## config.mk

```make
export PLATFORM = sky130hd
export DESIGN_NAME = mask_scanner
export DESIGN_NICKNAME = d
export VERILOG_FILES = /design/src/rtl/mask_scan_pkg.sv /design/src/rtl/lowest_set_bit.sv /design/src/rtl/mask_scanner.sv
export SDC_FILE = /design/constraint.sdc
export NUM_CORES = 1
export LEC_CHECK = 0
export ABC_CLOCK_PERIOD_IN_PS = 3090
export CAP_MARGIN = 20
export CORE_MARGIN = 1.5
export CORE_UTILIZATION = 45
export CTS_BUF_LIST = sky130_fd_sc_hd__clkbuf_8
export DETAILED_ROUTE_END_ITERATION = 6
export DONT_BUFFER_PORTS = 1
export SYNTH_ARGS = -nofsm -noshare
export SYNTH_HDL_FRONTEND = slang
export SYNTH_SLANG_ARGS = --single-unit
```

## constraint.sdc

```tcl
create_clock -name clk -period 3.09 [get_ports clk]
set_clock_uncertainty 0.2 [all_clocks]
set_input_delay 0 -clock clk [delete_from_list [all_inputs] [get_ports clk]]
set_output_delay 0 -clock clk [all_outputs]
set_load 0.03 [all_outputs]
```

## src/rtl/mask_scan_pkg.sv

```systemverilog
// Shared definitions for the mask scanner slice.
//   WIDTH_DEF / IDXW_DEF : default mask width and index width
//   state_t              : scanner FSM encoding (IDLE=0, SCAN=1)
package mask_scan_pkg;
    localparam int WIDTH_DEF = 32;
    localparam int IDXW_DEF  = 5;

    typedef enum logic {
        IDLE = 1'b0,
        SCAN = 1'b1
    } state_t;
endpackage

```

## src/rtl/lowest_set_bit.sv

```systemverilog
// Combinational priority encoder with one-hot detection.
// Ports:
//   Vec   in  WIDTH  vector to examine
//   Index out IDXW   position of the lowest set bit (0 when Vec is zero)
//   Any   out 1      Vec has at least one bit set
//   One   out 1      Vec has exactly one bit set
module lowest_set_bit
    import mask_scan_pkg::*;
#(
    parameter int WIDTH = WIDTH_DEF,
    parameter int IDXW  = IDXW_DEF
) (
    input  logic [WIDTH-1:0] Vec,
    output logic [IDXW-1:0]  Index,
    output logic             Any,
    output logic             One
);
    logic [WIDTH-1:0] w_clear_low;

    // Walk from MSB down so the lowest set bit is the last one to win.
    always_comb begin
        Index = '0;
        for (int i = WIDTH - 1; i >= 0; i--) begin
            if (Vec[i]) begin
                Index = IDXW'(i);
            end
        end
    end

    // Clearing the lowest set bit leaves zero exactly when Vec was one-hot.
    assign w_clear_low = Vec & (Vec - WIDTH'(1));
    assign Any         = |Vec;
    assign One         = Any && (w_clear_low == '0);
endmodule

```

## src/rtl/mask_scanner.sv

```systemverilog
// Walks a bit mask and emits the index of every set bit, LSB first, one
// index per downstream handshake. An all-zero mask yields a single beat
// flagged None.
// Ports:
//   clk       in   1      clock
//   reset     in   1      synchronous reset, active-high
//   InValid   in   1      Mask is valid
//   InReady   out  1      scanner is idle and can accept a mask
//   Mask      in   WIDTH  mask to scan, sampled on InValid && InReady
//   OutValid  out  1      Index/Last/None are valid
//   OutReady  in   1      downstream accepts the current beat
//   Index     out  IDXW   lowest remaining set bit
//   Last      out  1      final beat for this mask
//   None      out  1      mask was all-zero (single beat, Index=0)
module mask_scanner
    import mask_scan_pkg::*;
#(
    parameter int WIDTH = WIDTH_DEF,
    parameter int IDXW  = IDXW_DEF
) (
    input  logic             clk,
    input  logic             reset,
    input  logic             InValid,
    output logic             InReady,
    input  logic [WIDTH-1:0] Mask,
    output logic             OutValid,
    input  logic             OutReady,
    output logic [IDXW-1:0]  Index,
    output logic             Last,
    output logic             None
);
    state_t           r_state;
    logic [WIDTH-1:0] r_remaining;
    logic             r_zero;

    state_t           w_state_nxt;
    logic [WIDTH-1:0] w_remaining_nxt;
    logic             w_zero_nxt;
    logic [IDXW-1:0]  w_idx;
    logic             w_any;
    logic             w_one;
    logic             w_last;

    lowest_set_bit #(
        .WIDTH (WIDTH),
        .IDXW  (IDXW)
    ) u_lsb (
        .Vec   (r_remaining),
        .Index (w_idx),
        .Any   (w_any),
        .One   (w_one)
    );

    // Outputs depend on registers only; no input reaches them combinationally.
    assign w_last   = r_zero | w_one;
    assign InReady  = (r_state == IDLE);
    assign OutValid = (r_state == SCAN);
    assign Index    = w_idx;
    assign Last     = OutValid & w_last;
    assign None     = OutValid & r_zero;

    always_comb begin
        w_state_nxt     = r_state;
        w_remaining_nxt = r_remaining;
        w_zero_nxt      = r_zero;
        case (r_state)
            IDLE: begin
                if (InValid) begin
                    w_remaining_nxt = Mask;
                    w_zero_nxt      = (Mask == '0);
                    w_state_nxt     = SCAN;
                end
            end
            SCAN: begin
                if (OutReady) begin
                    // Drop the bit just emitted; a zero vector stays zero.
                    w_remaining_nxt = r_remaining & (r_remaining - WIDTH'(1));
                    if (w_last) begin
                        w_state_nxt = IDLE;
                        w_zero_nxt  = 1'b0;
                    end
                end
            end
            default: begin
                w_state_nxt = IDLE;
            end
        endcase
    end

    always_ff @(posedge clk) begin
        if (reset) begin
            r_state     <= IDLE;
            r_remaining <= '0;
            r_zero      <= 1'b0;
        end else begin
            r_state     <= w_state_nxt;
            r_remaining <= w_remaining_nxt;
            r_zero      <= w_zero_nxt;
        end
    end

    // w_any is informational; the FSM relies on the one-hot flag.
    logic w_unused;
    assign w_unused = w_any;
endmodule

```

### Word-level counts from Yosys, hierarchy flattened

Cells that the tools add are included.

* reductions and logical operators: 6
* equality and inequality tests: 3
* $add $sub $neg: 1
* mux-type cells: 43
* bitwise gates (word level): 5

Operators by type and width (count)
* two-way mux 5 bit: 32
* logical NOT 32 bit: 2
* two-way mux 32 bit: 2
* case mux 32 bit (2 select lines): 1
* bitwise AND 32 bit: 1
* OR reduction 32 bit: 1
* subtractor 32 x 1 -> 32 bit (second input constant): 1
* two-way mux 1 bit: 6
* inequality test 2 bit (second input constant): 2
* case mux 1 bit (2 select lines): 2
* AND reduction 3 bit: 1
* bitwise AND 1 bit: 2
* inequality test 2 x 1 -> 1 bit (second input constant): 1
* AND reduction 2 bit: 1
* logical AND 1 bit: 1
* NOT 1 bit: 1
* bitwise OR 1 bit: 1

* bits in registers: 34
* output and inout bits: 9
* word-level logic and storage cells: 61

### Logic depth before layout (Yosys ltp)

Gate-level depths: netlist (run 1).

* depth in word-level cells: 32
* depth in mapped cells: 8
* gate-level depth less buffers: 7

### Hierarchy

Synthesis (run 1) repeated with hierarchy kept, for this count alone.

* cell total of the unflattened synthesis: 337
* area, all modules: 2492.4 um^2

Modules (own cells, without submodules)
* mask_scanner: cells an instance 223, area each 1778.0 um^2, sequential area each 680.7 um^2, instances 1
* lowest_set_bit: cells an instance 114, area each 714.4 um^2, sequential area each 0.0 um^2, instances 1

### Worst setup path before layout (run 1)

No wires, ideal clock.

* kind: reg2out
* from: reg r_remaining[4]
* to: out Last
* arrival time: 2600 ps
* stages on the path, launching flop included: 9
* required time: 2890 ps
* setup slack: 290 ps
* buffers on the path: 1
* cells stage by stage: dfxtp_1 > buf_2 > nor4_4 > nand2_2 > or3_4 > or4_4 > maj3_2 > o41ai_2 > and2_1

* cells in the longest elaborated chain, start to end: 6

RTL lines
* from (decl): RTL line mask_scanner.sv:33 `logic [WIDTH-1:0] r_remaining;`
* from (signal assigned): RTL line mask_scanner.sv:97 `r_remaining <= w_remaining_nxt;`
* subtractor 32 x 1 -> 32 bit: RTL line lowest_set_bit.sv:31 `assign w_clear_low = Vec & (Vec - WIDTH'(1));`
* bitwise AND 32 bit: RTL line lowest_set_bit.sv:31
* logical NOT 32 bit: RTL line lowest_set_bit.sv:33 `assign One = Any && (w_clear_low == '0);`
* logical AND 1 bit (*): RTL line lowest_set_bit.sv:33
* bitwise OR 1 bit (*): RTL line mask_scanner.sv:55 `assign w_last = r_zero | w_one;`
* bitwise AND 1 bit (*): RTL line mask_scanner.sv:59 `assign Last = OutValid & w_last;`
* to (decl): RTL line mask_scanner.sv:29 `output logic Last,`

Every way passes the cells marked *; elsewhere a longest branch is shown, timed or not.

### Final worst setup path (run 1)

* from: reg r_remaining[11]
* to: out Last

Same word-level chain as after synthesis.

==> run_results.csv, run 1 <==
group,metric,value,unit
clock_tree,cts_tree,"yes",
global_routing,antenna_found_initial,0,
clock_tree,root_buffer,"clkbuf_8",
logic_synthesis,synth_largest_area_cell,"dfxtp_1",
run,drv_cap,0,
outcome,status,"finished with violations",
clock_tree,clkSinkCount,34,
detailed_routing,drt_iter0_markers,274,
hold_path,min_to,"OutValid$_SDFF_PP0_",
logic_synthesis,ys_types,50,
worst_setup_path,cp-end-kind,"output port",
sta,finalCriticalPeriod,3120,ps
floorplan,rows,25,
global_routing,grt_pass1_wl,12900,um
place,port_buffers,0,
clock_tree,clk_pin_slew,80,ps
sta,relSlewSlack,52.9,%
final_layout,nets,415,
outcome,violations,"DRC, hold timing, setup timing",
place,gp_congestion,0.971,
logic_synthesis,synthTopCellsByArea,"dfxtp_1 30%, nor2_1 8.0%, a21oi_1 7.4%, nand2_1 6.4%, o21ai_0 5.1%",
floorplan,core,4750,um2
clock_tree,clk_latency,300,ps
worst_setup_path,path_max_fanout,3,
floorplan,dieArea,5420,um2
logic_synthesis,seq_area_frac_synth,30.3,%
detailed_routing,met3_length,780,um
logic_synthesis,synthMostInstantiatedCell,"nor2_1",
detailed_routing,topRoutingLayerUsed,"met4",
final_layout,post-route-util,65.8,%
detailed_routing,wire_per_inst,18.5,um
detailed_routing,vias_per_cell,6.09,
worst_setup_path,crit_type,"reg2out",
clock_tree,ctsLongestPathBuffers,2,
logic_synthesis,synth_ff_type,"dfxtp_1",
detailed_routing,via_count,2720,
worst_setup_path,cp.required,2890,ps
place,dpl.hpwl,5360,um
final_layout,drive_above_1_share,14.7,%
pwr,p_leak,1.22,nW
logic_synthesis,netlist.area_leader.share,30.3,%
worst_setup_path,setup.worst_path.start_class,"flop",
detailed_routing,wl_met1,3640,um
detailed_routing,wl_met2,3720,um
final_layout,diodes,0,
final_layout,syn2layout_area_growth,39.5,%
sta,worst_slack,-30.6,ps
worst_setup_path,reg2regPathDepth,9,
sta,slew_viol_final,0,
floorplan,fp.dieH,73.6,um
hold_path,min-delay-start,"OutReady",
floorplan,start_util,47.2,%
sta,worst_pin_slew,709,ps
sta,setup_viol,1,
detailed_routing,routed_wl,8250,um
sta,hold-worst-slack,-7.34,ps
pwr,peakVddDrop,298,uV
worst_setup_path,rr_endpoint,"r_remaining[26]$_SDFFE_PP0P_",
logic_synthesis,async_flop_share,0,%
logic_synthesis,synthTopCellsByCount,"48 x nor2_1, 38 x nand2_1, 34 x dfxtp_1",
detailed_routing,firstDrtPassIters,7,
sta,min_period_over_period,101,%
logic_synthesis,avgSynthCellArea,7.13,um2
logic_synthesis,synthCells,315,
worst_setup_path,r2r-start,"r_remaining[8]$_SDFFE_PP0P_",
worst_setup_path,r2r_slack,140,ps
clock_tree,h-tree-depth,2,
logic_synthesis,netlist_area,2240,um2
sta,finalHoldViolCount,1,
pwr,power_density,437,nW/um2
global_routing,gr-total-overflow,0,
detailed_routing,antenna_left,0,
hold_path,hold_depth,2,
worst_setup_path,crit_arrival,2920,ps
detailed_routing,drc_errors,7,
sta,fmax,320,MHz
global_routing,grt_max_degree,35,
final_layout,fill_cells,451,
logic_synthesis,syn-num-nets,351,
clock_tree,numCtsBuffers,5,
floorplan,chipWidth,73.6,um
floorplan,ios,45,
logic_synthesis,synth-edff-count,0,
logic_synthesis,yosysWarnings,0,
sta,rsz0062_at_grt,"true",
hold_path,min_path_type,"in2reg",
global_routing,grt_use_total,32.0,%
logic_synthesis,ys_ff_latch,34,
global_routing,grt_pass1_vias,2513,
==> logic make-up (layout without fill, tap and decap cells) <==
kind of cell | Yosys count | in the layout | synth area share, %
simple gates | 148 | 148 | 33.8
flops | 34 | 34 | 30.3
buf+inv | 28 | 93 | 4.96
compound gates | 99 | 99 | 28.2
mux | 1 | 1 | 0.446
fa+ha+maj | 5 | 5 | 2.29
==> sequential cells by signal (all words and copies together), names as in the netlist <==
name	cells
r_remaining	32
r_zero	1
OutValid	1
==> where the power goes <==
part | total [W] | switching, W | leakage [nW] | internal (W)
clock | 0.000358 | 0.000181 | 0.0524 | 0.000177
sequential | 0.000515 | 0.0000490 | 0.280 | 0.000466
combinational | 0.000495 | 0.000282 | 0.884 | 0.000213
==> per-layer routing <==
layer | track usage (%) | up-vias
met3 | 7.54 | 16
met2 | 50.1 | 136
met5 | 0 | -
met4 | 9.26 | 0
li1 | - | 1301
met1 | 43.8 | 1267
==> metrics by stage <==
stage          setup WS (ps)  TNS, ps  cells  instance area, um2  total power [W]
5_1_grt                 -132     -132    447                3130          0.00143
6_report               -30.6    -30.6    447                3130          0.00137
4_1_cts                0.713        0    446                3120          0.00135
3_3_place_gp             226        0    381                2400         0.000898
3_5_place_dp             176        0    381                2400         0.000899
2_1_floorplan            290        0    315                2240         0.000797
==> cell type report <==
| type | count | area [um2] | area share [%] |
|---|---|---|---|
| clock inverters | 2 | 8.76 | 0.280 |
| multi-input cells | 253 | 1510 | 48.2 |
| repair buffers | 77 | 731 | 23.3 |
| inverters | 8 | 30.0 | 0.959 |
| clock buffers | 6 | 82.6 | 2.64 |
| well taps | 67 | 83.8 | 2.68 |
| flip-flops and latches | 34 | 686 | 21.9 |
==> timing repair <==
| action | CTS | global route |
|---|---|---|
| gates resized for setup | 11 | 2 |
| buffers inserted | 5 | 1 |
| hold endpoints to repair | 34 | 0 |
| endpoints found under the setup margin | 1 | 3 |
| hold buffers | 52 | 0 |
| pin swaps | 9 | 4 |
==> worst max path at each step <==
| stage | startpoint | to | slack, ps | cells after the start |
|---|---|---|---|---|
| floorplan | r_remaining[4]$_SDFFE_PP0P_ | Last | 290 | 8 |
| global placement | r_remaining[9]$_SDFFE_PP0P_ | Last | 230 | 8 |
| detailed placement | r_remaining[9]$_SDFFE_PP0P_ | Last | 180 | 8 |
| CTS | r_remaining[19]$_SDFFE_PP0P_ | Last | 0.7 | 8 |
| global route | r_remaining[10]$_SDFFE_PP0P_ | Last | -130 | 10 |
| finish | r_remaining[11]$_SDFFE_PP0P_ | Last | -30 | 8 |
==> worst max-delay path, stage by stage (launching register included) <==
cell	delay, ps
dfxtp_1	360
nor4_4	310
nand3_2	130
or3_4	390
or4_4	430
maj3_2	330
o41ai_4	350
and2_4	210
buf_12	110
==> cell usage in the layout, fill, tap and decap left out, drive strengths merged, types with 2 or more instances in the layout <==
master | netlist | routed
a2111oi | 2 | 2
a211oi | 5 | 5
a21oi | 33 | 33
a221oi | 2 | 2
a22oi | 12 | 12
and2 | 4 | 4
buf | 6 | 26
clkbuf | 14 | 6
clkinv | 1 | 2
dfxtp | 34 | 34
dlygate4sd3 | 0 | 51
inv | 7 | 8
maj3 | 5 | 5
nand2 | 40 | 40
nand3 | 8 | 8
nand4 | 3 | 3
nor2 | 48 | 48
nor2b | 2 | 2
nor3 | 13 | 13
nor4 | 19 | 19
o21ai | 23 | 23
o21bai | 3 | 3
o311ai | 4 | 4
o31ai | 2 | 2
o41ai | 3 | 3
or4 | 6 | 6
Note: power is estimated with default switching activity, not from simulation.
==> run 2, diff against run 1 <==
--- a/config.mk
+++ b/config.mk
@@ -9,8 +9,9 @@
 export CAP_MARGIN = 20
 export CORE_MARGIN = 1.5
-export CORE_UTILIZATION = 45
+export CORE_UTILIZATION = 51
 export CTS_BUF_LIST = sky130_fd_sc_hd__clkbuf_8
 export DETAILED_ROUTE_END_ITERATION = 6
 export DONT_BUFFER_PORTS = 1
+export PLACE_DENSITY = 0.66
 export SYNTH_ARGS = -nofsm -noshare
 export SYNTH_HDL_FRONTEND = slang
--- a/constraint.sdc
+++ b/constraint.sdc
@@ -3,3 +3,3 @@
 set_input_delay 0 -clock clk [delete_from_list [all_inputs] [get_ports clk]]
 set_output_delay 0 -clock clk [all_outputs]
-set_load 0.03 [all_outputs]
+set_load 0.1 [all_outputs]
==> run_results.csv, run 2 (synthesis results as in run 1) <==
group,metric,value,unit
outcome,status,"finished with violations",
outcome,violations,"hold timing, setup timing",
sta,worst_pin_slew,702,ps
floorplan,ios,45,
clock_tree,clk_latency,290,ps
sta,slew_viol_final,0,
hold_path,min_path_type,"in2reg",
sta,finalHoldViolCount,4,
clock_tree,root_buffer,"clkbuf_8",
detailed_routing,antenna_left,0,
worst_setup_path,crit_arrival,3010,ps
final_layout,largest_reg_flops,32,
final_layout,syn2layout_area_growth,42.3,%
worst_setup_path,cp.required,2890,ps
worst_setup_path,crit_buf_inv,1,
final_layout,nets,421,
sta,relSlewSlack,53.0,%
clock_tree,cts_tree,"yes",
detailed_routing,wire_per_inst,18.6,um
sta,fmax,312,MHz
worst_setup_path,cpLargestDelayFamily,"simple AND/OR/NAND/NOR gates",
detailed_routing,firstDrtPassIters,5,
sta,hold-worst-slack,-33.5,ps
final_layout,regMostFlops,"r_remaining",
global_routing,grt_use_total,34.3,%
worst_setup_path,cp_slowest_cell,"or4_4",
place,port_buffers,0,
detailed_routing,drc_errors,0,
pwr,power,0.00148,W
run,drv_cap,0,
clock_tree,ctsLongestPathBuffers,2,
final_layout,layout_commonest_cell,"dlygate4sd3_1",
floorplan,fp.dieH,69.3,um
sta,setup_tns,-120,ps
floorplan,chipWidth,69.3,um
place,dpl.hpwl,5180,um
worst_setup_path,path_max_fanout,3,
floorplan,rows,23,
hold_path,hold_depth,3,
sta,worst_slack,-120,ps
global_routing,grt_max_degree,35,
worst_setup_path,cp-end-kind,"output port",
worst_setup_path,cp.depth,8,
floorplan,core,4120,um2
sta,rsz0062_at_grt,"true",
pwr,power_density,464,nW/um2
worst_setup_path,crit_type,"reg2out",
clock_tree,clkSinkCount,34,
worst_setup_path,reg2regPathDepth,9,
worst_setup_path,setup.worst_path.start_class,"flop",
final_layout,diodes,0,
worst_setup_path,path_cells,"nor4_4, nand3_2, or3_4, or4_4, maj3_2, o41ai_4, and2_4, buf_12",
place,gp_congestion,1.01,
floorplan,start_util,54.5,%
detailed_routing,routed_wl,8120,um
clock_tree,clk_pin_slew,70,ps
floorplan,dieArea,4810,um2
worst_setup_path,cpPeakStageDelay,430,ps
detailed_routing,via_count,2818,
clock_tree,numCtsBuffers,5,
global_routing,antenna_found_initial,0,
sta,finalCriticalPeriod,3210,ps
sta,setup_viol,1,
detailed_routing,drt_iter0_markers,355,
global_routing,grt_pass1_wl,13100,um
final_layout,layout_common_cells,"49 x dlygate4sd3_1, 44 x nor2_1, 35 x nand2_1",
global_routing,gr-total-overflow,0,
detailed_routing,vias_per_cell,6.46,
global_routing,grt_pass1_vias,2676,
final_layout,drive_above_1_share,18.9,%
sta,min_period_over_period,104,%
pwr,p_leak,1.25,nW
clock_tree,h-tree-depth,2,
pwr,peakVddDrop,309,uV
run 2: cell types whose count changed in the layout (fill, tap and decap cells not counted), sizes merged:
cell	change
dlygate4sd3	-2
buf	+8
run 2: layer usage:
metal | vias to the layer above | part of all wire [%] | GRT usage (%)
met4 | 0 | 1.9 | 12.0
met5 | - | 0 | 0
met3 | 18 | 8.4 | 8.72
met2 | 170 | 45 | 52.6
li1 | 1312 | - | -
met1 | 1318 | 44 | 46.6
run 2: area by class of cell:
cell class	instances	area, um2
clock inverter	2	8.76
multi-input combinational	253	1540
sequential	34	686
tap	50	62.6
inverter	8	31.3
fill	321	922
timing repair buffer	83	783
clock buffer	6	82.6
run 2: worst min-delay path, delay by kind of cell:
| kind | cells | cell delay [ps] |
|---|---|---|
| AO/OA/AOI/OAI | 1 | 70 |
| AND/OR/NAND/NOR | 2 | 340 |
run 2: where the power goes:
part | internal [W] | switching [W]
clock | 0.000176 | 0.000169
combinational | 0.000233 | 0.000391
sequential | 0.000466 | 0.0000468
total | 0.000875 | 0.000606
run 2: path summary, 6_finish.rpt:
check,startpoint,to,slack [ps]
max,r_remaining[10]$_SDFFE_PP0P_,Last,-120
min,InValid,r_remaining[1]$_SDFFE_PP0P_,-30
max reg2reg,r_remaining[8]$_SDFFE_PP0P_,r_remaining[30]$_SDFFE_PP0P_,140
min reg2reg,r_zero$_SDFFE_PP0P_,r_zero$_SDFFE_PP0P_,300
run 2: what timing repair did:
item / CTS / global route
hold buffers: 50 / 0
resized for setup: 11 / 7
pin swaps: 4 / 6
endpoints found under the hold margin: 34 / 0
cloned: 0 / 0
buffers inserted: 2 / 4
setup endpoints to repair: 1 / 3
run 2: stage by stage:
| step | instance area [um2] | std cells | util (%) | setup slack (ps) |
|---|---|---|---|---|
| after detailed placement | 2480 | 372 | 60.3 | 164 |
| after floorplan | 2250 | 315 | - | 112 |
| after global routing | 3190 | 436 | 77.6 | -221 |
| after CTS | 3150 | 432 | 76.6 | -15.2 |
| final | 3190 | 436 | 77.6 | -120 |
| after global placement | 2480 | 372 | 60.3 | 198 |
==> run 3, diff against run 2 <==
Settings changed: ABC_CLOCK_PERIOD_IN_PS 3090 to 3370, MAX_ROUTING_LAYER set to met4.
Clock period 3.09 ns to 3.37 ns, I/O delays scaled along.
==> run_results.csv, run 3 (synthesis results as in run 1) <==
group,metric,value,unit
outcome,status,"complete, no violations",
hold_path,hold_depth,2,
worst_setup_path,cpLargestDelayFamily,"simple AND/OR/NAND/NOR gates",
pwr,power,0.00128,W
final_layout,syn2layout_area_growth,33.1,%
pwr,peakVddDrop,273,uV
sta,slew_viol_final,0,
worst_setup_path,cp_slowest_cell,"or4_4",
detailed_routing,wire_per_inst,18.9,um
sta,min_period_over_period,96.8,%
final_layout,multi_input_area,1510,um2
worst_setup_path,reg2regPathDepth,8,
final_layout,instances_no_fill,415,
floorplan,ios,45,
detailed_routing,routed_wl,7850,um
clock_tree,h-tree-depth,2,
sta,setup_viol,0,
clock_tree,cts_tree,"yes",
global_routing,antenna_found_initial,0,
detailed_routing,vias_per_cell,6.49,
clock_tree,postCtsSetupRepairBufs,0,
final_layout,fill_cells,351,
global_routing,gr-total-overflow,0,
floorplan,dieArea,4810,um2
worst_setup_path,crit_arrival,3060,ps
worst_setup_path,path_max_fanout,8,
detailed_routing,firstDrtPassIters,7,
clock_tree,numCtsBuffers,5,
sta,setup_tns,0,ps
global_routing,grt_max_degree,35,
final_layout,area.sequential,681,um2
floorplan,rows,23,
place,gp_congestion,1.04,
final_layout,regMostFlops,"r_remaining",
final_layout,diodes,0,
worst_setup_path,cp.required,3170,ps
clock_tree,clk_pin_slew,70,ps
detailed_routing,antenna_left,0,
final_layout,largest_reg_flops,32,
clock_tree,clkSinkCount,34,
floorplan,chipWidth,69.3,um
worst_setup_path,crit_buf_inv,1,
global_routing,grt_use_total,34.3,%
worst_setup_path,cp.depth,8,
final_layout,nets,401,
global_routing,grt_pass1_vias,2562,
final_layout,drive_above_1_share,11.2,%
sta,fmax,306,MHz
worst_setup_path,setup.worst_path.start_class,"flop",
worst_setup_path,rr_endpoint,"r_remaining[17]$_SDFFE_PP0P_",
sta,worst_pin_slew,642,ps
global_routing,grt_pass1_wl,12900,um
worst_setup_path,path_cells,"nor4_4, nand2_2, or3_4, or4_4, maj3_2, o41ai_4, and2_4, buf_12",
pwr,p_leak,1.13,nW
detailed_routing,via_count,2694,
worst_setup_path,r2r-start,"OutValid$_SDFF_PP0_",
detailed_routing,drt_iter0_markers,282,
clock_tree,clk_latency,290,ps
final_layout,layout_commonest_cell,"dlygate4sd3_1",
hold_path,min_path_type,"in2reg",
floorplan,start_util,54.5,%
clock_tree,root_buffer,"clkbuf_8",
worst_setup_path,crit_start,"r_remaining[19]$_SDFFE_PP0P_",
worst_setup_path,crit_end,"Last",
sta,rsz0062_at_grt,"false",
sta,relSlewSlack,56.8,%
place,dp.cells,359,
final_layout,fin_area,2990,um2
sta,finalCriticalPeriod,3260,ps
floorplan,fp.dieH,69.3,um
worst_setup_path,cp-end-kind,"output port",
pwr,power_density,428,nW/um2
clock_tree,ctsLongestPathBuffers,2,
worst_setup_path,cpPeakStageDelay,430,ps
sta,finalHoldViolCount,0,
run,drv_cap,0,
floorplan,core,4120,um2
detailed_routing,drc_errors,0,
place,port_buffers,0,
worst_setup_path,crit_type,"reg2out",
place,dpl.hpwl,5230,um
place,post_dp_cell_area,2380,um2
final_layout,layout_common_cells,"48 x dlygate4sd3_1, 46 x nor2_1, 38 x nand2_1",
worst_setup_path,r2r_slack,190,ps
## run 3: cell count changes in the layout (fill, tap and decap cells not counted), sizes merged
cell,before,now
buf,34,15
clkinv,2,1
clkbuf,6,5
dlygate4sd3,49,48
inv,8,9
## run 3: worst min path at each step
stage | from | to | slack [ps]
floorplan | Mask[17] | r_remaining[17]$_SDFFE_PP0P_ | -60
global placement | reset | r_remaining[15]$_SDFFE_PP0P_ | -130
detailed placement | reset | r_remaining[17]$_SDFFE_PP0P_ | -120
CTS | OutReady | OutValid$_SDFF_PP0_ | 8
global route | OutReady | OutValid$_SDFF_PP0_ | 40
finish | OutReady | OutValid$_SDFF_PP0_ | 30
## run 3: stage by stage
step           setup slack, ps  hold slack, ps  util [%]
6_report                   107            26.4      72.6
5_1_grt                  0.451            44.1      72.6
4_1_cts                   53.6            8.24      71.8
3_5_place_dp               381            -125      57.8
3_3_place_gp               414            -129      57.8
2_1_floorplan             13.8           -64.0         -
## run 3: worst reg2reg max path: cells and delay by family, from the launching register on
kind / cells / cell delay, ps
compound gates: 2 / 340
simple gates: 3 / 1020
flops: 1 / 600
buf+inv: 3 / 970
## run 3: routing by layer
metal	global-route usage, %	part of all wire [%]	up-vias
met2	52.0	45	143
met5	-	0	-
met4	8.28	1.6	0
met1	46.7	45	1275
li1	-	-	1264
met3	7.56	8.8	12
## run 3: what timing repair did
item	in CTS	in global routing
setup endpoints to repair	0	1
hold buffers	49	0
resized for setup	0	4
endpoints found under the hold margin	34	0
## run 3: final cells by class
cell class                      count  area share [%]
Sequential cell                    34            22.8
Inverter                            8            1.01
Clock inverter                      2           0.251
Tap cell                           50            2.09
Clock buffer                        5            2.30
Timing Repair Buffer               63            21.1
Multi-Input combinational cell    253            50.5
## run 3: where the power goes
part / switching (W) / internal [W]
Clock: 0.000148 / 0.000136
Combinational: 0.000335 / 0.000183
Sequential: 0.0000512 / 0.000426
